[src/rtl/bank_pkg.sv]
// Shared types and default parameters for the bank request issuer.
//   state_t   : issuer FSM states (IDLE, CMD, WAIT)
//   op_t      : operation held for the current bank access (write, read, verify read)
//   cnt_width : width needed for a down-counter that must hold max_val
package bank_pkg;

    localparam int BANK_AW     = 6;
    localparam int BANK_DW     = 16;
    localparam int BANK_WR_GAP = 2;
    localparam int BANK_RD_GAP = 3;
    localparam int BANK_RD_LAT = 2;

    typedef enum logic [1:0] {
        IDLE = 2'd0,
        CMD  = 2'd1,
        WAIT = 2'd2
    } state_t;

    typedef enum logic [1:0] {
        OP_WR  = 2'd0,
        OP_RD  = 2'd1,
        OP_VFY = 2'd2
    } op_t;

    function automatic int cnt_width(input int max_val);
        return (max_val < 2) ? 1 : $clog2(max_val + 1);
    endfunction

endpackage

[src/rtl/bank_gap_cnt.sv]
// Loadable down-counter with terminal-count flags. Used both for the command
// spacing gap and for locating the sense-amp sample point.
//   clk, rst  : clock, synchronous active-high reset
//   load      : load load_val (takes priority over dec)
//   load_val  : value to load
//   dec       : decrement by one, saturating at zero
//   zero      : count is 0
//   last      : count is 1 (next decrement reaches zero)
module bank_gap_cnt
    import bank_pkg::*;
#(
    parameter int W = 2
) (
    input  logic         clk,
    input  logic         rst,
    input  logic         load,
    input  logic [W-1:0] load_val,
    input  logic         dec,
    output logic         zero,
    output logic         last
);

    logic [W-1:0] cnt;

    always_ff @(posedge clk) begin
        if (rst) begin
            cnt <= '0;
        end else if (load) begin
            cnt <= load_val;
        end else if (dec && (cnt != '0)) begin
            cnt <= cnt - W'(1);
        end
    end

    assign zero = (cnt == '0);
    assign last = (cnt == W'(1));

endmodule

[src/rtl/bank_req_issuer.sv]
// Host-side initiator for the SRAM/CIM bank controller. Accepts one host
// request at a time, issues a single w_en or r_en strobe, holds address/data
// for the whole bank operation, enforces command spacing and returns read
// data as a one-cycle response pulse.
//
// Optional feature: define BANK_WR_VERIFY_EN to follow every write with an
// internal verify read of the same address; a mismatch pulses wr_err.
// Without it wr_err is constant 0.
//
// Ports:
//   clk, rst               : clock, synchronous active-high reset
//   req_valid/req_ready    : host request handshake
//   req_we/addr/wdata      : request op (1 = write), address, write data
//   rsp_valid/rsp_rdata    : one-cycle read response
//   w_en/r_en              : strobes to the bank controller
//   bank_addr/bank_wdata   : address/data held for the bank operation
//   sa_dout                : sense-amp output
//   wr_err                 : write-verify mismatch pulse
//
// state | meaning
// IDLE  | ready for a host request
// CMD   | strobe cycle (w_en or r_en high)
// WAIT  | command spacing; gap counter running down
module bank_req_issuer
    import bank_pkg::*;
#(
    parameter int AW     = BANK_AW,
    parameter int DW     = BANK_DW,
    parameter int WR_GAP = BANK_WR_GAP,
    parameter int RD_GAP = BANK_RD_GAP,
    parameter int RD_LAT = BANK_RD_LAT
) (
    input  logic          clk,
    input  logic          rst,
    input  logic          req_valid,
    output logic          req_ready,
    input  logic          req_we,
    input  logic [AW-1:0] req_addr,
    input  logic [DW-1:0] req_wdata,
    output logic          rsp_valid,
    output logic [DW-1:0] rsp_rdata,
    output logic          w_en,
    output logic          r_en,
    output logic [AW-1:0] bank_addr,
    output logic [DW-1:0] bank_wdata,
    input  logic [DW-1:0] sa_dout,
    output logic          wr_err
);

    localparam int CW = cnt_width((WR_GAP > RD_GAP) ? WR_GAP : RD_GAP);

    state_t        state;
    op_t           op;
    logic          lat_armed;

    logic          gap_load;
    logic [CW-1:0] gap_load_val;
    logic          gap_last;
    logic          lat_load;
    logic          lat_zero;
    logic          cnt_dec;
    logic          sample;
    logic          op_done;
    logic          unused_gap_zero;
    logic          unused_lat_last;

    // Both counters are loaded in CMD and run down during WAIT.
    assign gap_load     = (state == CMD);
    assign gap_load_val = (op == OP_WR) ? CW'(WR_GAP - 1) : CW'(RD_GAP - 1);
    assign lat_load     = (state == CMD) && (op != OP_WR);
    assign cnt_dec      = (state == WAIT);

    // The sample point always falls inside WAIT since RD_LAT < RD_GAP.
    assign sample = (state == WAIT) && lat_armed && lat_zero;

    // Leave WAIT on the edge where the gap counter reaches zero. A write gap
    // of one cycle has no WAIT cycle at all, so it finishes straight from CMD.
    assign op_done = ((state == CMD) && (op == OP_WR) && (WR_GAP == 1)) ||
                     ((state == WAIT) && gap_last);

    bank_gap_cnt #(.W(CW)) u_gap_cnt (
        .clk      (clk),
        .rst      (rst),
        .load     (gap_load),
        .load_val (gap_load_val),
        .dec      (cnt_dec),
        .zero     (unused_gap_zero),
        .last     (gap_last)
    );

    bank_gap_cnt #(.W(CW)) u_lat_cnt (
        .clk      (clk),
        .rst      (rst),
        .load     (lat_load),
        .load_val (CW'(RD_LAT - 1)),
        .dec      (cnt_dec),
        .zero     (lat_zero),
        .last     (unused_lat_last)
    );

    always_ff @(posedge clk) begin
        if (rst) begin
            state      <= IDLE;
            op         <= OP_WR;
            lat_armed  <= 1'b0;
            req_ready  <= 1'b1;
            w_en       <= 1'b0;
            r_en       <= 1'b0;
            rsp_valid  <= 1'b0;
            rsp_rdata  <= '0;
            wr_err     <= 1'b0;
            bank_addr  <= '0;
            bank_wdata <= '0;
        end else begin
            w_en      <= 1'b0;
            r_en      <= 1'b0;
            rsp_valid <= 1'b0;
            wr_err    <= 1'b0;

            if (lat_load) begin
                lat_armed <= 1'b1;
            end else if (sample) begin
                lat_armed <= 1'b0;
            end

            if (sample) begin
                if (op == OP_VFY) begin
`ifdef BANK_WR_VERIFY_EN
                    wr_err <= (sa_dout != bank_wdata);
`endif
                end else begin
                    rsp_valid <= 1'b1;
                    rsp_rdata <= sa_dout;
                end
            end

            case (state)
                IDLE: begin
                    if (req_valid) begin
                        bank_addr <= req_addr;
                        if (req_we) begin
                            bank_wdata <= req_wdata;
                        end
                        op        <= req_we ? OP_WR : OP_RD;
                        w_en      <= req_we;
                        r_en      <= !req_we;
                        req_ready <= 1'b0;
                        state     <= CMD;
                    end
                end
                CMD, WAIT: begin
                    if (op_done) begin
`ifdef BANK_WR_VERIFY_EN
                        if (op == OP_WR) begin
                            // Skip IDLE: re-read the same address to verify.
                            op    <= OP_VFY;
                            r_en  <= 1'b1;
                            state <= CMD;
                        end else
`endif
                        begin
                            req_ready <= 1'b1;
                            state     <= IDLE;
                        end
                    end else begin
                        state <= WAIT;
                    end
                end
                default: begin
                    req_ready <= 1'b1;
                    state     <= IDLE;
                end
            endcase
        end
    end

endmodule
[config.mk]
export PLATFORM = sky130hd
export DESIGN_NAME = bank_req_issuer
export DESIGN_NICKNAME = d
export VERILOG_FILES = /design/src/rtl/bank_pkg.sv /design/src/rtl/bank_gap_cnt.sv /design/src/rtl/bank_req_issuer.sv
export SDC_FILE = /design/constraint.sdc
export NUM_CORES = 1
export LEC_CHECK = 0
export BUFFER_PORTS_ARGS = -buffer_cell sky130_fd_sc_hd__buf_2
export CORE_MARGIN = 2
export CORE_UTILIZATION = 40
export CTS_CLUSTER_SIZE = 25
export DETAILED_ROUTE_END_ITERATION = 6
export GPL_TIMING_DRIVEN = 0
export PLACE_DENSITY = 0.67
export SYNTH_ARGS = -nofsm -noshare
export SYNTH_HDL_FRONTEND = slang
export SYNTH_SLANG_ARGS = --single-unit
[constraint.sdc]
create_clock -name clk -period 1.6 [get_ports clk]
set_input_delay 0.24 -clock clk [delete_from_list [all_inputs] [get_ports clk]]
set_output_delay 0.24 -clock clk [all_outputs]
set_load 0.02 [all_outputs]
==> metrics.md <==
| Metric | Value |
|---|---|
| Commonest non-fill, non-tap cell in the layout | `buf_2` |
| CP max stage cell | `dfxtp_1` |
| Initial antenna violation count | `0` |
| Post-Synth XOR/XNOR Area | `0.4447%` |
| Power per cell area | `934.2 nW/µm²` |
| Seq cells post-synth | `50` |
| Crit path max fanout | `10` |
| Largest family of logic cells by synthesized area | `simple AND/OR/NAND/NOR gates` |
| Vias in the first global route | `between 1500 and 2000` |
| Total Die Area | `between 5000 and 6000 µm²` |
| Placed Cells incl. Taps | `roughly 380` |
| Hold WS | `151.6 ps` |
| Drt wl/cell | `11.23 µm` |
| Synth Area in Simple Gates | `22.74%` |
| Peak supply drop | `0.4754 mV` |
| Antenna fix cells | `0` |
| Post-synth EDFFs | `0` |
| Clock root buffer | `clkbuf_8` |
| Final HPWL DP | `between 3000 and 4000 µm` |
| Buffers on Ports | `83` |
| Most frequent cells in the layout | `87 x buf_2, 67 x nand2_1, 50 x dfxtp_1` |
| Synth Area in Compound Gates | `13.79%` |
| Kind of critical path | `reg -> reg` |
| Async SR Flop Fraction | `0%` |
| WP data arrival | `1620 ps` |
| Bufs and invs on worst path | `3` |
| Largest net degree at the start of global routing | `16` |
| YS warnings | `0` |
| GRT Util Overall | `16.03%` |
| Max Buffers Root-to-Sink | `2` |
| Crit. End Element | `register` |
| Worst hold-check path type | `in -> reg` |
| Run status | `complete, no violations` |
| Worst slew margin | `66.39%` |
| Layout Nets | `360` |
| Unrepaired setup endpoints after global routing | `no` |
| Netlist Area Pre-Place | `1969 µm²` |
| # rows | `25` |
| Area grow syn2layout | `29.73%` |
| Worst-Margin Slew | `504.2 ps` |
| Largest stage delay, worst path | `380 ps` |
| Number of I/O pins | `85` |
| # hold bufs at CTS | `0` |
| Initial Util | `41.70%` |
| Max_cap viols | `0` |
| CTS-repair resized insts | `0` |
| # setup viols final | `0` |
| WL final | `4303 µm` |
| Crit path launch type | `register` |
| Chip height | `74.17 µm` |
| CTS tree | `built` |
| H-tree depth | `2` |
| Post-synthesis mux area share | `3.558%` |
| Cells after Synth | `225` |
| Post-CTS Setup Bufs | `0` |
| Final ANT Viol Nets | `0` |
| Clock latency at the later pin of the worst-skew pair | `300 ps` |
| Core footprint | `4723 µm²` |
| Tcrit/Tclk final | `90.64%` |
| # DRC | `0` |
| Synth Area in Adders | `1.906%` |
| Final hold vios | `0` |
| Fmax | `689.6 MHz` |
| Fin worst setup slack | `149.8 ps` |
| Placed Area | `2469 µm²` |
| Horiz. Die Dim | `74.17 µm` |
| Design Area, Final | `2555 µm²` |
| Clock Skew | `about 6.6 ps` |
| Clk pin slew, worst setup/hold paths | `90 ps` |
| Leak Pwr | `1.150 nW` |
| Worst path top cell family by delay | `flip-flops` |
| Non-Filler Instances | `383` |
| Layout cells sized above 1 | `37.03%` |
| CTS Sinks | `50` |
| Req. time, crit path | `1770 ps` |
| Top FF cell, synth | `dfxtp_1` |
| Vias per Instance | `4.509` |
| Number of detailed-routing iterations run before antenna repair | `4` |
| Num CTS Buffers | `5` |
| Distinct cells, synth | `33` |
| Critical path cell sequence | `inv_1, ha_1, and4b_1, buf_4, buf_6, nand2_1, a21oi_1` |
| Worst slack, placed | `159.3 ps` |
| TNS Setup | `0 ps` |
| Fraction of the yosys area taken by sequential cells | `between 50% and 60%` |
| Syn Nets | `270` |
| Total grt overflow | `0` |
| Period minus WS final | `1450 ps` |
| Routed via count | `1727` |
| Count of pins over their slew limit | `0` |
| Post-Syn Area per Cell | `around 8.8 µm²` |
| First-pass GRT wire length | `just under 7000 µm` |
| Routability Congestion | `0.7156` |
| Iter 0 DRT Violations | `67` |
## report_power, final
group          leakage [nW]  total [mW]  switching [mW]  internal, mW
Clock                0.0452       0.714           0.405         0.309
Combinational         0.698       0.344           0.194         0.150
Sequential            0.407        1.33          0.0345          1.29
## metrics by stage
step / utilization, % / total power, mW
detailed placement: 52.26 / 1.703
global placement: 52.26 / 1.697
global route: 54.09 / 2.506
finish: 54.09 / 2.387
floorplan: - / 1.574
CTS: 54.09 / 2.422
## per-layer routing
metal | global-route usage, % | part of all wire (%) | routed length (µm)
met2 | 25.30 | 43 | 1850
met3 | 5.014 | 6.8 | 294
met1 | 21.59 | 50 | 2159
met5 | 0 | 0 | 0
met4 | 3.636 | 0 | 0
## worst reg2reg max path, cell delays in order (launching register included)
cell	delay, ps
dfxtp_1	380
inv_1	60
ha_1	260
and4b_1	220
buf_4	150
buf_6	140
nand2_1	70
a21oi_1	50
## layout make-up
class | instances | area (µm²)
fill | 462 | 2168
sequential | 50 | 1001
multi-input combinational | 154 | 839.6
timing repair buffer | 83 | 415.4
buffer | 16 | 110.1
tap | 67 | 83.83
clock buffer | 6 | 72.57
inverter | 5 | 18.77
clock inverter | 2 | 13.76
## worst paths after layout
kind                     from             to  slack [ps]  depth (start not counted)
max          u_lat_cnt.cnt[0]  rsp_rdata[13]         150                          7
min                    req_we           r_en         150                          2
max reg2reg  u_lat_cnt.cnt[0]  rsp_rdata[13]         150                          7
min reg2reg      rsp_rdata[3]   rsp_rdata[3]         450                          2
## sequential cells by signal, indices dropped and copies added, names as in the netlist
register       flops
bank_addr          6
bank_wdata        16
lat_armed          1
op                 1
r_en               1
req_ready          1
rsp_rdata         16
rsp_valid          1
state              2
u_gap_cnt.cnt      2
u_lat_cnt.cnt      2
w_en               1
## synthesized netlist by cell type, types with 2 or more instances
master	instances	area, µm²
a211oi_1	2	15.01
a21oi_1	27	135.1
a21oi_2	9	78.83
buf_2	4	20.02
buf_4	6	45.04
buf_6	3	33.78
clkbuf_1	3	11.26
dfxtp_1	50	1001
ha_1	3	37.54
inv_1	4	15.01
mux2i_1	7	70.07
nand2_1	67	251.5
nand2b_1	2	12.51
nor2_1	13	48.80
nor2b_1	2	12.51
nor3_1	3	15.01
nor3b_1	3	22.52
o21ai_0	2	10.01
## kinds of logic (layout without fill, tap and decap cells)
logic type / after synthesis / in the layout
flip-flops: 50 / 50
AO/OA/AOI/OAI: 43 / 43
XOR/XNOR: 1 / 1
adder cells (fa/ha/maj): 3 / 3
AND/OR/NAND/NOR: 99 / 99
multiplexers: 7 / 7
buffers and inverters: 21 / 112
other: 1 / 1
No activity file was read; power rests on OpenSTA's default activity.
